<file path="src/rtl/omem_access_arbiter.sv">
// Round-robin arbiter sharing the single-port OMEM among the sum PEs, plus timestep sequencing.
// Optional per-requester stall counters are enabled with `define OMEM_STALL_CNT_EN.
module omem_access_arbiter #(
    parameter int NUM_REQ   = 5,
    parameter int ADDR_W    = 9,
    parameter int DATA_W    = 14,
    parameter int OUT_COUNT = 400,
    parameter int NUM_TS    = 2,
    parameter int TS_W      = 4
) (
    input  logic                        clk,
    input  logic                        rst_n,
    input  logic [NUM_REQ-1:0]          req_valid,
    input  logic [NUM_REQ-1:0]          req_write,
    input  logic [NUM_REQ*ADDR_W-1:0]   req_addr,
    input  logic [NUM_REQ*DATA_W-1:0]   req_wdata,
    output logic [NUM_REQ-1:0]          req_ready,
    output logic [NUM_REQ-1:0]          rsp_valid,
    output logic [DATA_W-1:0]           rsp_data,
    output logic                        mem_en,
    output logic                        mem_we,
    output logic [ADDR_W-1:0]           mem_addr,
    output logic [DATA_W-1:0]           mem_wdata,
    input  logic [DATA_W-1:0]           mem_rdata,
    output logic [TS_W-1:0]             ts,
    output logic                        ts_done,
    output logic                        all_done,
`ifdef OMEM_STALL_CNT_EN
    output logic                        err_addr,
    output logic [NUM_REQ*16-1:0]       stall_cnt
`else
    output logic                        err_addr
`endif
);

    localparam int PTR_W  = (NUM_REQ > 1) ? $clog2(NUM_REQ) : 1;
    localparam int WCNT_W = $clog2(OUT_COUNT + 1);

    typedef enum logic [1:0] {
        S_RUN    = 2'd0,
        S_TS_END = 2'd1,
        S_DONE   = 2'd2
    } state_t;

    state_t              state;
    state_t              state_nxt;
    logic [PTR_W-1:0]    rr_ptr;
    logic [WCNT_W-1:0]   wcnt;

    logic [NUM_REQ-1:0]  gnt;
    logic [PTR_W-1:0]    gnt_idx;
    logic                gnt_any;
    logic                sel_write;
    logic [ADDR_W-1:0]   sel_addr;
    logic [DATA_W-1:0]   sel_wdata;
    logic                in_range;
    logic                mem_acc;
    logic                rd_zero;
    logic                cnt_wr;

    logic [NUM_REQ-1:0]  vld_p0;
    logic                zero_p0;
    logic [NUM_REQ-1:0]  vld_p1;
    logic                zero_p1;

    // Round-robin search from the pointer; grants only while running
    always_comb begin
        int idx;
        idx     = 0;
        gnt     = '0;
        gnt_idx = '0;
        gnt_any = 1'b0;
        if (state == S_RUN) begin
            for (int k = 0; k < NUM_REQ; k++) begin
                idx = (int'(rr_ptr) + k) % NUM_REQ;
                if (!gnt_any && req_valid[idx]) begin
                    gnt_any = 1'b1;
                    gnt_idx = PTR_W'(idx);
                end
            end
            if (gnt_any) begin
                gnt[gnt_idx] = 1'b1;
            end
        end
    end

    assign req_ready = gnt;

    always_comb begin
        sel_write = req_write[gnt_idx];
        sel_addr  = req_addr[int'(gnt_idx)*ADDR_W +: ADDR_W];
        sel_wdata = req_wdata[int'(gnt_idx)*DATA_W +: DATA_W];
        in_range  = (32'(sel_addr) < 32'(OUT_COUNT));
        // Timestep 0 has no residual potential, so its reads never touch OMEM
        rd_zero   = !in_range || (ts == '0);
        mem_acc   = gnt_any && in_range && (sel_write || (ts != '0));
        cnt_wr    = gnt_any && sel_write && in_range;
    end

    always_comb begin
        state_nxt = state;
        case (state)
            S_RUN: begin
                if (cnt_wr && (wcnt == WCNT_W'(OUT_COUNT - 1))) begin
                    state_nxt = S_TS_END;
                end
            end
            S_TS_END: begin
                if (ts == TS_W'(NUM_TS - 1)) begin
                    state_nxt = S_DONE;
                end else begin
                    state_nxt = S_RUN;
                end
            end
            S_DONE:  state_nxt = S_DONE;
            default: state_nxt = S_RUN;
        endcase
    end

    always_ff @(posedge clk or negedge rst_n) begin
        if (!rst_n) begin
            state    <= S_RUN;
            rr_ptr   <= '0;
            wcnt     <= '0;
            ts       <= '0;
            err_addr <= 1'b0;
        end else begin
            state <= state_nxt;
            if (state == S_TS_END) begin
                wcnt <= '0;
                ts   <= ts + TS_W'(1);
            end else if (cnt_wr) begin
                wcnt <= wcnt + WCNT_W'(1);
            end
            if (gnt_any) begin
                rr_ptr <= (gnt_idx == PTR_W'(NUM_REQ - 1)) ? '0 : gnt_idx + PTR_W'(1);
            end
            if (gnt_any && !in_range) begin
                err_addr <= 1'b1;
            end
        end
    end

    // Stage p0: registered OMEM command, read tag travels alongside
    always_ff @(posedge clk or negedge rst_n) begin
        if (!rst_n) begin
            mem_en    <= 1'b0;
            mem_we    <= 1'b0;
            mem_addr  <= '0;
            mem_wdata <= '0;
            vld_p0    <= '0;
            zero_p0   <= 1'b0;
        end else begin
            mem_en  <= mem_acc;
            mem_we  <= mem_acc && sel_write;
            if (mem_acc) begin
                mem_addr  <= sel_addr;
                mem_wdata <= sel_wdata;
            end
            vld_p0  <= (gnt_any && !sel_write) ? gnt : '0;
            zero_p0 <= rd_zero;
        end
    end

    // Stage p1: OMEM read data arrives; response strobe aligned with it
    always_ff @(posedge clk or negedge rst_n) begin
        if (!rst_n) begin
            vld_p1  <= '0;
            zero_p1 <= 1'b0;
        end else begin
            vld_p1  <= vld_p0;
            zero_p1 <= zero_p0;
        end
    end

    assign rsp_valid = vld_p1;
    assign rsp_data  = ((|vld_p1) && !zero_p1) ? mem_rdata : '0;
    assign ts_done   = (state == S_TS_END);
    assign all_done  = (state == S_DONE);

`ifdef OMEM_STALL_CNT_EN
    function automatic logic [15:0] sat_inc(input logic [15:0] v);
        return (v == 16'hFFFF) ? v : v + 16'd1;
    endfunction

    always_ff @(posedge clk or negedge rst_n) begin
        if (!rst_n) begin
            stall_cnt <= '0;
        end else begin
            for (int i = 0; i < NUM_REQ; i++) begin
                if (req_valid[i] && !gnt[i]) begin
                    stall_cnt[i*16 +: 16] <= sat_inc(stall_cnt[i*16 +: 16]);
                end
            end
        end
    end
`endif

endmodule

</file>
<file path="config.mk">
export PLATFORM = sky130hd
export DESIGN_NAME = omem_access_arbiter
export DESIGN_NICKNAME = d
export VERILOG_FILES = /design/src/rtl/omem_access_arbiter.sv
export SDC_FILE = /design/constraint.sdc
export NUM_CORES = 1
export LEC_CHECK = 0
export ABC_AREA = 1
export BUFFER_PORTS_ARGS = -buffer_cell sky130_fd_sc_hd__buf_2
export CAP_MARGIN = 20
export CORE_UTILIZATION = 54
export CTS_CLUSTER_SIZE = 12
export DETAILED_ROUTE_END_ITERATION = 16
export GPL_TIMING_DRIVEN = 0
export PLACE_DENSITY = 0.93
export SYNTH_ARGS = -nofsm -noshare
export SYNTH_HDL_FRONTEND = slang
export SYNTH_SLANG_ARGS = --single-unit
</file>
<file path="constraint.sdc">
create_clock -name clk -period 13.94 [get_ports clk]
set_clock_uncertainty 0.2 [all_clocks]
set_input_delay 0.697 -clock clk [delete_from_list [all_inputs] [get_ports clk]]
set_output_delay 0.697 -clock clk [all_outputs]
set_load 0.05 [all_outputs]
</file>
==> results of run 1 <==
-- kinds of logic after synthesis --
family	after synthesis
compound gates	29
xor+xnor	18
fa+ha+maj	24
buf+inv	123
flops	56
simple gates	557
-- worst reg2reg max path: cells and delay by family (launching register included) --
family,cells,cell delay [ps]
flip-flops,1,470
adder cells (fa/ha/maj),4,870
AND/OR/NAND/NOR,23,2440
buffers and inverters,8,960
AO/OA/AOI/OAI,1,440
-- flip-flops by register name, summed over array words and instances, names as in the netlist, 2 cells and up --
signal and flops:
mem_wdata 14, mem_addr 9, wcnt 9, rsp_valid 5
vld_p0 5, ts 4, rr_ptr 3, state 2
-- layer usage --
metal	GRT usage (%)	vias to the layer above	part of all wire (%)
met1	38.9	2730	38
met4	15.2	0	3.7
met2	60.6	385	49
met5	0	-	0
li1	-	3000	-
met3	5.74	50	9.8
-- metrics by stage --
step | setup WS [ps] | hold WS [ps] | instance area (µm²) | instances | utilization, %
6_report | 7970 | 127 | 6280 | 1120 | 70.7
5_1_grt | 7490 | 164 | 6280 | 1120 | 70.7
4_1_cts | 8020 | 144 | 6280 | 1120 | 70.7
3_5_place_dp | 8410 | 135 | 6200 | 1112 | 69.7
3_3_place_gp | 8540 | 131 | 6180 | 1111 | 69.5
2_1_floorplan | 8820 | 131 | 5060 | 807 | -
-- synth_stat cells, drive strengths merged (2+ instances only) --
cell type / number
or2: 2
o211ai: 5
o21ai: 15
dfrtp: 56
a21oi: 5
ha: 24
nor3: 10
nand3: 131
nor2: 48
inv: 90
nand4: 42
xor2: 12
clkbuf: 10
buf: 22
o21bai: 2
nand2: 321
xnor2: 6
-- cell type report --
| cell class | count | area share [%] |
|---|---|---|
| flip-flops and latches | 56 | 22.3 |
| clock inverters | 1 | 0.139 |
| multi-input cells | 628 | 50.1 |
| clock buffers | 7 | 1.21 |
| repair buffers | 197 | 15.9 |
| inverters | 91 | 5.44 |
| well taps | 108 | 2.15 |
| plain buffers | 32 | 2.71 |
-- worst min-delay path by stage --
| stage | start | to | slack, ps | cells past startpoint |
|---|---|---|---|---|
| global route | vld_p0[0] | rsp_valid[0] | 160 | 0 |
| detailed placement | vld_p0[1] | rsp_valid[1] | 130 | 0 |
| CTS | rst_n | ts[2] | 140 | 1 |
| finish | rst_n | ts[2] | 130 | 1 |
| global placement | vld_p0[1] | rsp_valid[1] | 130 | 0 |
| floorplan | vld_p0[0] | rsp_valid[0] | 130 | 0 |
==> results by stage, run 1 <==
Layout:
- In the layout the commonest cells are nand2_1 (312), buf_2 (212), nand3_1 (126).
- Summing all multi-input logic gate instances after layout gives 3150 µm².
- Leaving out fill and tap cells, the most frequent cell in the layout is nand2_1.
- Cells with a size suffix above 1 make up between 20 and 30% of the layout.
- Compared with the post-synthesis result, the final layout area differs by 24.1%.
- The number of fill cells is around 800.
- The repair_antennas step left the layout with diodes totalling 0.
- The final layout contains 1,176 nets.
- Across the whole layout, storage elements account for 1400 µm².

GRT:
- The first-pass GRT wire length is between 20,000 and 30,000 µm.
- The initial antenna violation count is 1.
- The leftover overflow at the end of global routing is 0.
- The largest net degree at the start of global routing is 36.
- In the global route stage, overall resource usage came out at 33.6%.
- The number of global-route vias before repair was 5,554.

Synthesis:
- The Yosys step of the flow raised 0 warnings.
- Of all flip-flops after synthesis, the portion carrying an async set or reset was 100%.
- The distinct cell type count of the synthesized netlist is 38.
- The biggest area contributor in the post-synthesis netlist is dfrtp_1.
- In this run the biggest area consumer among cell types represents between 20% and 30% of the synthesized area.
- In the post-synthesis netlist, the biggest area contributors are dfrtp_1 (28%), nand2_1 (23%), nand3_1 (12%), ha_1 (5.9%), nand4_1 (5.1%).
- The main combinational cell family by area after synthesis is simple AND/OR/NAND/NOR gates.
- The synthesized netlist net count is 972.
- Synthesis produced a netlist whose cell count is 807.
- Of the post-synthesis cell area, the part taken by muxes is 0%.
- Of the total synthesized cell area, the portion taken by AND, OR, NAND and NOR gates is between 40 and 50%.
- Each instance of the synthesized netlist takes up on average ~6.3 µm².
- In the synthesized netlist the dominant register cell turns out to be dfrtp_1.
- The proportion of synthesized chip area in sequential cells is 27.7%.
- The cell area that synthesis handed to floorplanning was 5060 µm².
- The synthesized design contains between 50 and 60 register bits.
- The number of flops mapped to enable cells by yosys is 0.
- Summing the areas of all fa, ha and maj instances in the mapped netlist gives under 10% of the synthesized area.
- The synthesized netlist devotes 3.49% of its cell area to compound gates.
- The fraction of synthesized cell area in xor and xnor cells is 3.41%.

Placed design:
- Port buffering added slightly below 200 buffers.
- Once detailed placement completed, the half-perimeter wirelength came to around 13,000 µm.
- Routability-driven placement finished with a final weighted congestion of between 0.9 and 1.

Detailed routing:
- The final layout contains routed wiring with a total length of 16,200 µm.
- The detail-routed via count per cell is 5.50.
- The count of nets left with antenna violations after detail routing is 0.
- For this run, design rule violations remaining after detail routing come to 0.
- Dividing the detail-routed wire length by the instance count gives between 10 and 15 µm.
- The first detailed-routing pass took 5 iterations.
- Detailed routing inserted a total of 6,165 vias.
- The starting DRC count in detailed routing is around 450.

Critical path:
- The worst flop-to-flop path startpoint is rr_ptr[0].
- The cell depth of the worst flop-to-flop path is 36.
- For the worst setup path, the data arrival time is 5080 ps.
- The kind of start point of the critical path is a flop.
- The endpoint identified for the worst register-to-register timing path is mem_addr[1].
- The maximum net fanout on the critical path is 10.
- Among the stages of the critical path, the cell type that occurs most often is nand2_1.
- The kind of cell with the highest combined delay along the critical path is buffers and inverters.
- The beginning of the critical path is rr_ptr[0].
- In this design, the stage delay of the slowest critical-path cell is 470 ps.
- The data required time at the worst endpoint is 13,040 ps.
- Across all register-to-register paths, the minimum setup slack is ~8500 ps.
- On the critical path, the stage with the largest delay is an instance of dfrtp_1.
- The capturing element of the worst setup path is req_ready[4].
- The logic depth of the worst setup path including buffers is 33.
- The critical path contains buffers and inverters numbering 10 combined.
- The critical path endpoint category is an output port.
- The path type of the worst setup path is flop to output port.

Floorplanning:
- The die covers between 9000 and 10,000 µm².
- The vertical die dimension is 98.8 µm.
- The number of rows created at floorplan is 34.
- For this design the top-level I/O count stands at 197.
- Measured along the x axis, the die boundary spans 98.8 µm.
- The placeable core area is 8890 µm².
- The initial standard-cell utilization of the core is 56.9%.

Worst hold path:
- The tightest min-delay check is of the input pin to async pin type.

STA:
- Setup violations remaining at the end of the flow were counted as 0.
- The achievable frequency is 167 MHz.
- The worst-margin pin slew is 550 ps.
- The max-slew violation count was 0.
- After routing, the total negative slack on setup checks comes to 0 ps.
- The number of endpoints with negative hold slack in the final report is 0.
- The minimum period implied by the final worst setup slack is 5970 ps.
- Setup repair after global routing left no endpoint under its margin.
- The part of the cycle the worst path needs is 42.9%.
- The worst-case headroom to the max-slew limit is 63.3%.

CTS:
- The hold-fix buffer count after cts is 0.
- The number of CTS-inserted buffers is 5.
- The tree is rooted in a clkbuf_8.
- The total number of clock tree sinks is 56.
- The H-tree was split into 2 levels.
- The clock insertion delay at the later pin of the skew report is 320 ps.
- Once the clock tree was built, the setup fixing pass inserted 0 buffers.
- TritonCTS built the clock tree.
- The maximum buffer depth of the clock tree is 2.
- After clock tree synthesis, the clock-pin slew on the worst setup and hold paths is roughly 100 ps.
- Post-CTS repair changed the size of 0 cells.

Job:
- Across the run, the number of max-cap violations was 0.

Status:
- The run finished with clean final reports.
Power of run 1 is left out: the tool's default activity adds up to more than one toggle a clock period on the data nets, which glitch-free logic cannot reach.
==> run 2: changes to the inputs <==
Settings changed: ABC_AREA 1 to 0, CORE_UTILIZATION 54 to 51, PLACE_DENSITY 0.93 to 0.88.
Clock period 13.94 ns to 6 ns, I/O delays scaled along.
==> results by stage, run 2 <==
Worst hold path:
- The worst hold path belongs to the class input pin to flop.

Critical path:
- The delay contributed by the slowest stage of the critical path is 470 ps (about the same).
- The critical path in this run is classified as flop to output port.
- The worst endpoint data arrival time is 5460 ps (+380 ps).
- The maximum net fanout on the critical path was 10 (unchanged).
- On the critical path, the stage with the largest delay is an instance of dfrtp_2.
- The cell class contributing the biggest share of worst-path delay is compound AO/OA/AOI/OAI gates.
- The number of buffers and inverters on the critical path is 9 (-1).
- The data required time at the worst endpoint is 5500 ps (-7540 ps).
- STA classifies the critical path startpoint as a flop.
- STA classifies the critical path endpoint as an output port.

Layout:
- The largest registers in the layout are mem_wdata x14, mem_addr x9, wcnt x9.
- The final cell count without fillers is 1,031 (-7.9%).
- In the layout the commonest cells are buf_2 (201), nand2_1 (151), dfrtp_1 (53).
- The number of antenna repair diodes is 0 (unchanged).
- The number of nets in the layout was 1,062 (-9.7%).
- The layout overhead on the synthesized area is 36.6%.
- The proportion of layout cells with a drive suffix above 1 came to 38.2% (+11 points).
- Leaving out fill and tap cells, the most frequent cell in the layout is buf_2.
- The number of flip-flops under the largest register name is 14 (unchanged).
- The register with the most flip-flops in the final layout is mem_wdata.
- The number of fill cells is 690 (-11%).

Synthesis:
- The post-synthesis area per instance is 7.98 µm² (+27%).
- The number of flops mapped to enable cells by yosys is 0 (unchanged).
- The total of flip-flops plus latches after synthesis is 56 (unchanged).
- The proportion of synthesized chip area in sequential cells is 26.6% (-1.1 points).
- The synthesis warning total is 0 (unchanged).
- The post-synthesis async set-or-reset flop share is 100% (unchanged).
- The most used flip-flop cell after synthesis is dfrtp_1.
- The fraction of synthesized cell area taken by the top area cell type was 26.6% (-1.1 points).
- Yosys attributes the largest share of cell area to dfrtp_1 (27%), nand2_1 (11%), ha_1 (5.7%), mux2_4 (5.4%), o21ai_0 (4.9%).
- The distinct cell type count of the synthesized netlist was 80 (+110%).
- The number of instances in the synthesized netlist is 660 (-18%).
- Counting instances in the post-synthesis netlist gives the leading cell types as nand2_1 (151), dfrtp_1 (56), o21ai_0 (52), nand3_1 (29), and2_1 (25).
- The synthesized netlist net count is 825 (-15%).
- The most frequently used cell type in the post-synthesis netlist is nand2_1.
- Of all cell types, the one taking the most synthesized area is dfrtp_1.
- The total standard cell area after synthesis is 5270 µm² (+4.0%).

Floorplanning:
- The die area is 10,700 µm² (+9.9%).
- The width of the die is 104 µm (+4.9%).
- The placeable core area is 9910 µm² (+11%).
- The count of pins on the block boundary came to 197 (unchanged).
- The vertical die dimension is 104 µm (+4.9%).
- The initial standard-cell utilization of the core is 53.1% (-3.8 points).
- The number of rows created at floorplan came to 36 (+5.9%).

Detailed routing:
- The count of nets left with antenna violations after detail routing came to 0 (unchanged).
- The number of vias after detailed routing is 6,287 (+2.0%).
- The wire length per cell was 17.9 µm (+24%).
- The total routed wirelength is 18,500 µm (+14%).
- The starting DRC count in detailed routing is 648 (+45%).
- The remaining routing DRC violations is 0 (unchanged).
- The first-pass iteration count of the detailed router is 8 (+3).
- The detail-routed via count per cell is 6.10 (+11%).

GRT:
- The first-pass GRT wire length is 27,500 µm (+6.2%).
- The leftover overflow at the end of global routing is 0 (unchanged).
- The total routing usage reported by global routing is 31.6% (-2.0 points).
- The initial antenna violation count is 0 (-1).
- The number of global-route vias before repair is 5,690 (+2.4%).
- The largest net degree at the start of global routing is 41 (+14%).

STA:
- The worst setup slack after layout is 41.9 ps (-7920 ps).
- The final setup violation count is 0 (unchanged).
- The worst-margin pin slew is 733 ps (+183 ps).
- The worst-case headroom to the max-slew limit is 50.9% (-12 points).
- The final total negative setup slack is 0 ps (unchanged).
- The number of endpoints with negative hold slack in the final report came to 0 (unchanged).
- After layout, the minimum clock period comes to 5960 ps.
- The max-slew violation count was 0 (unchanged).
- The part of the cycle the worst path needs is between 90% and 100%.
- Timing would allow up to 168 MHz.

CTS:
- The clock tree from TritonCTS is built.
- The number of CTS-inserted buffers was 5 (unchanged).
- The maximum buffer depth of the clock tree is 2 (unchanged).
- The CTS H-tree depth is 2 (unchanged).
- The total number of clock tree sinks is 56 (unchanged).
- The cell sitting at the root of the clock tree is a clkbuf_8.
- The clock edge transition at the registers on the reported setup and hold paths is 100 ps (about the same).
- The clock insertion delay at the later pin of the skew report is 330 ps (about the same).

Status:
- The run finished with clean final reports.

Job:
- The max-capacitance violation count is 0 (unchanged).

Placed design:
- The half-perimeter wire length of the detailed placement result is 13,000 µm (+0.91%).
- The routability-driven placement congestion ratio was 0.917 (-3.9%).
- The number of buffers inserted by port buffering is 194 (-1.0%).
- The instance count after placement with tap cells included came to 988 (-11%).
- The setup slack after placement is -920 ps (-9330 ps).
[run 2: cell count changes in the layout (fill, tap and decap cells not counted), moves of 18 or more]
cell | before | now
and2_1 | 0 | 24
buf_4 | 0 | 27
inv_1 | 68 | 20
inv_2 | 22 | 3
mux2_4 | 0 | 21
mux2i_1 | 0 | 18
nand2_1 | 312 | 151
nand3_1 | 126 | 27
nand4_1 | 41 | 6
nor2_1 | 42 | 19
o21ai_0 | 6 | 50
[run 2: worst paths after layout]
check / startpoint / to / slack [ps] / depth (start not counted)
hold / removal: req_wdata[59] / mem_wdata[3] / 100 / 4
max in group asynchronous: rst_n / rr_ptr[2] / 4770 / 3
setup reg to reg: rr_ptr[0] / mem_wdata[10] / 50 / 29
setup / recovery: rr_ptr[0] / req_ready[2] / 40 / 25
hold reg to reg: vld_p0[4] / rsp_valid[4] / 160 / 0
min in group asynchronous: rst_n / ts[2] / 230 / 2
[run 2: worst min-delay path, stage by stage]
cell and delay (ps):
buf_2 70, nand2_1 40, o21ai_0 60, mux2_1 130
[run 2: layout make-up]
cell class / instances / area (µm²) / share of cell area [%]
Timing Repair Buffer: 232 / 1350 / 18.8
Multi-Input combinational cell: 542 / 3870 / 53.8
Clock inverter: 2 / 13.8 / 0.191
Buffer: 33 / 193 / 2.68
Sequential cell: 56 / 1410 / 19.5
Clock buffer: 6 / 82.6 / 1.15
Tap cell: 133 / 166 / 2.31
Inverter: 27 / 113 / 1.57
[run 2: kinds of logic after synthesis]
logic type               share of synthesized area, %
AO/OA/AOI/OAI                                    21.0
flip-flops                                       26.6
AND/OR/NAND/NOR                                  26.9
multiplexers                                     12.9
adder cells (fa/ha/maj)                          5.70
XOR/XNOR                                         1.95
buffers and inverters                            4.94
[run 2: routing by layer]
| metal | share of wire (%) | GRT usage, % |
|---|---|---|
| met5 | 0 | 0 |
| met4 | 3.8 | 13.1 |
| met3 | 8.9 | 4.91 |
| met2 | 48 | 53.6 |
| met1 | 39 | 40.0 |
[run 2: stage by stage]
| step | instance area (µm²) | hold WS (ps) | utilization (%) |
|---|---|---|---|
| final | 7190 | 99.4 | 72.6 |
| after detailed placement | 6500 | 62.8 | 65.6 |
| after floorplan | 5340 | -196 | - |
| after global routing | 7190 | 91.2 | 72.6 |
| after global placement | 6480 | 131 | 65.4 |
| after CTS | 6940 | 91.5 | 70.0 |
[run 2: repair_timing]
item,in CTS,in global routing
gates cloned,2,1
hold buffers,3,0
setup endpoints to repair,49,43
gates resized for setup,33,30
pin swaps,6,16
setup buffers,16,14
endpoints found under the hold margin,18,0
Power of run 2 is left out for the same reason.
==> run 3: changes to the inputs <==
Settings changed: CORE_UTILIZATION 51 to 45, PLACE_DENSITY 0.88 to 0.8.
==> results by stage, run 3 (same netlist as run 2, synthesis figures left out) <==
Critical path:
- The critical path endpoint category is a flop.
- The worst-case register-to-register setup slack is 120 ps (+70 ps).
- The most numerous cell type found on the critical path is ha_4.
- The number of buffers and inverters on the critical path is 7 (-2).
- The end of the worst register-to-register path is mem_addr[8].
- The worst flop-to-flop path startpoint is rr_ptr[0].
- The setup path with the least slack is of type flop to flop.
- The cell depth of the worst flop-to-flop path was 27 (-6.9%).
- The data required time at the worst endpoint came to 5970 ps (+470 ps).
- The worst setup path is launched from a flop.
- The maximum net fanout on the critical path is 8 (-2).
- On the critical path the largest part of the delay comes from compound AO/OA/AOI/OAI gates.
- For this design, the slowest cell found on the critical path is dfrtp_2.
- The worst endpoint data arrival time is 5850 ps (+390 ps).
- The delay contributed by the slowest stage of the critical path is 450 ps (-20 ps).

Placed design:
- The number of buffers inserted by port buffering is 194 (unchanged).
- The routability-driven placement congestion ratio is 0.901 (-1.7%).
- The half-perimeter wire length of the detailed placement result is 12,600 µm (-3.1%).

GRT:
- The first-pass GRT wire length came to 25,200 µm (-8.3%).
- The total routing usage reported by global routing is 26.7% (-4.9 points).
- The number of global-route vias before repair is 5,157 (-9.4%).
- The leftover overflow at the end of global routing is 0 (unchanged).
- The initial antenna violation count was 0 (unchanged).
- The largest net degree at the start of global routing is 38 (-7.3%).

Detailed routing:
- The wire length per cell was 16.6 µm (-7.7%).
- The remaining routing DRC violations is 0 (unchanged).
- The top routing layer in use is met4.
- The met1 wire length came to 7300 µm (+1.8%).
- The starting DRC count in detailed routing was 457 (-29%).
- The count of nets left with antenna violations after detail routing is 0 (unchanged).
- The first-pass iteration count of the detailed router came to 5 (-3).
- The total routed wirelength is 17,300 µm (-6.6%).
- The wire length on met3 is 1380 µm (-16%).
- The wire length on met2 is 8140 µm (-9.2%).
- The detail-routed via count per cell was 5.76 (-5.6%).
- The number of vias after detailed routing is 6,004 (-4.5%).

STA:
- The max-slew violation count is 0 (unchanged).
- The number of endpoints with negative hold slack in the final report is 0 (unchanged).
- The final setup violation count came to 0 (unchanged).
- The minimum period implied by the final worst setup slack is 5880 ps (-76.8 ps).
- The final total negative setup slack is 0 ps (unchanged).
- The part of the cycle the worst path needs is 98.0% (-1.3 points).
- The final hold slack came to 126 ps (+26.8 ps).
- The achievable frequency is 170 MHz (+1.3%).
- The worst-margin pin slew came to 754 ps (+20.7 ps).
- The worst-case headroom to the max-slew limit was 49.4% (-1.5 points).

CTS:
- CTS placed an instance of clkbuf_16 at the clock tree root.
- The number of CTS-inserted buffers is 5 (unchanged).
- The maximum buffer depth of the clock tree is 2 (unchanged).
- The total number of clock tree sinks was 56 (unchanged).
- The clock insertion delay at the later pin of the skew report is 290 ps (-40 ps).
- The clock edge transition at the registers on the reported setup and hold paths is 70 ps (-30 ps).
- The CTS H-tree depth was 2 (unchanged).
- TritonCTS built the clock tree.

Layout:
- The number of antenna repair diodes is 0 (unchanged).
- Leaving out fill and tap cells, the most frequent cell in the layout is buf_2.
- Ranked by flip-flop count, first place goes to mem_wdata.
- The number of nets in the layout is 1,064 (+0.19%).
- The number of fill cells is 967 (+40%).
- The proportion of layout cells with a drive suffix above 1 is 38.3% (+0.14 points).
- The area growth from synthesis to layout is 38.3%.
- In the final layout, the registers with the most flip-flops are mem_wdata x14, mem_addr x9, wcnt x9.
- The number of flip-flops under the largest register name was 14 (unchanged).
- Leaving out fill and tap cells, the most frequent cells in the layout are buf_2 (198), nand2_1 (150), dfrtp_1 (53).
- The multi-input logic area is 3870 µm² (about the same).
- The area taken by flip-flops and latches is 1410 µm² (unchanged).

Worst hold path:
- The worst hold path class is input pin to flop.
- The worst hold path cell count is 4 (unchanged).
- In this run the most critical hold path is launched from req_wdata[56].
- For hold timing, the worst endpoint is mem_wdata[0].

Floorplanning:
- The count of pins on the block boundary is 197 (unchanged).
- The width of the die is 110 µm (+6.3%).
- The number of rows created at floorplan is 39 (+8.3%).
- The initial standard-cell utilization of the core is 46.1% (-7.0 points).
- The vertical die dimension was 110 µm (+6.3%).
- The placeable core area is 11,400 µm² (+15%).
- The die area is 12,100 µm² (+13%).

Job:
- The max-capacitance violation count came to 0 (unchanged).

Status:
- The flow ran to the end, and the final reports show no timing, DRC or antenna violations.
run 3: changes by cell type in the layout (fill, tap and decap cells not counted), sizes merged:
cell / previous run / this run
buf: 240 / 241
clkbuf: 28 / 31
inv: 26 / 25
clkinv: 2 / 1
run 3: worst max-delay path by stage:
stage | from | to | slack (ps) | depth (start not counted)
finish | rr_ptr[0] | mem_addr[8] | 120 | 27
global route | rr_ptr[0] | mem_wdata[2] | -70 | 27
CTS | rr_ptr[0] | mem_wdata[1] | 2 | 29
floorplan | rr_ptr[0] | mem_addr[1] | 5 | 28
detailed placement | rr_ptr[0] | mem_addr[8] | -880 | 28
global placement | rr_ptr[0] | mem_addr[4] | -800 | 28
run 3: timing repair:
action	4_1_cts	5_1_grt
hold endpoints to repair	21	0
setup endpoints to repair	49	39
hold buffers	3	0
buffers inserted	21	13
gates resized for setup	36	33
gates cloned	2	1
pin swaps	8	17
run 3: worst register-to-register path, delay by kind of cell (launching register included):
family          cells  cell delay [ps]
flops               1              450
buf+inv             7              750
mux                 3              980
compound gates      9             1790
fa+ha+maj           4              740
simple gates        4              860
run 3: area by class of cell:
class / count / share of cell area, %
plain buffers: 31 / 2.51
repair buffers: 236 / 19.0
clock buffers: 8 / 2.01
flip-flops and latches: 56 / 19.3
multi-input cells: 542 / 53.2
inverters: 27 / 1.55
well taps: 143 / 2.46
run 3: layer usage:
metal,GRT usage [%],vias up
li1,-,2833
met1,37.4,2826
met2,42.3,304
met3,4.17,41
met4,8.08,0
met5,0,-
run 3: per-stage QoR:
stage	std cells	utilization, %	instance area [µm²]	setup slack [ps]
3_5_place_dp	998	57.0	6510	-878
6_report	1043	63.8	7280	119
4_1_cts	1030	61.6	7040	2.11
3_3_place_gp	997	56.8	6490	-799
2_1_floorplan	660	-	5340	5.25
5_1_grt	1043	63.8	7280	-69.8
Power of run 3 is left out for the same reason.
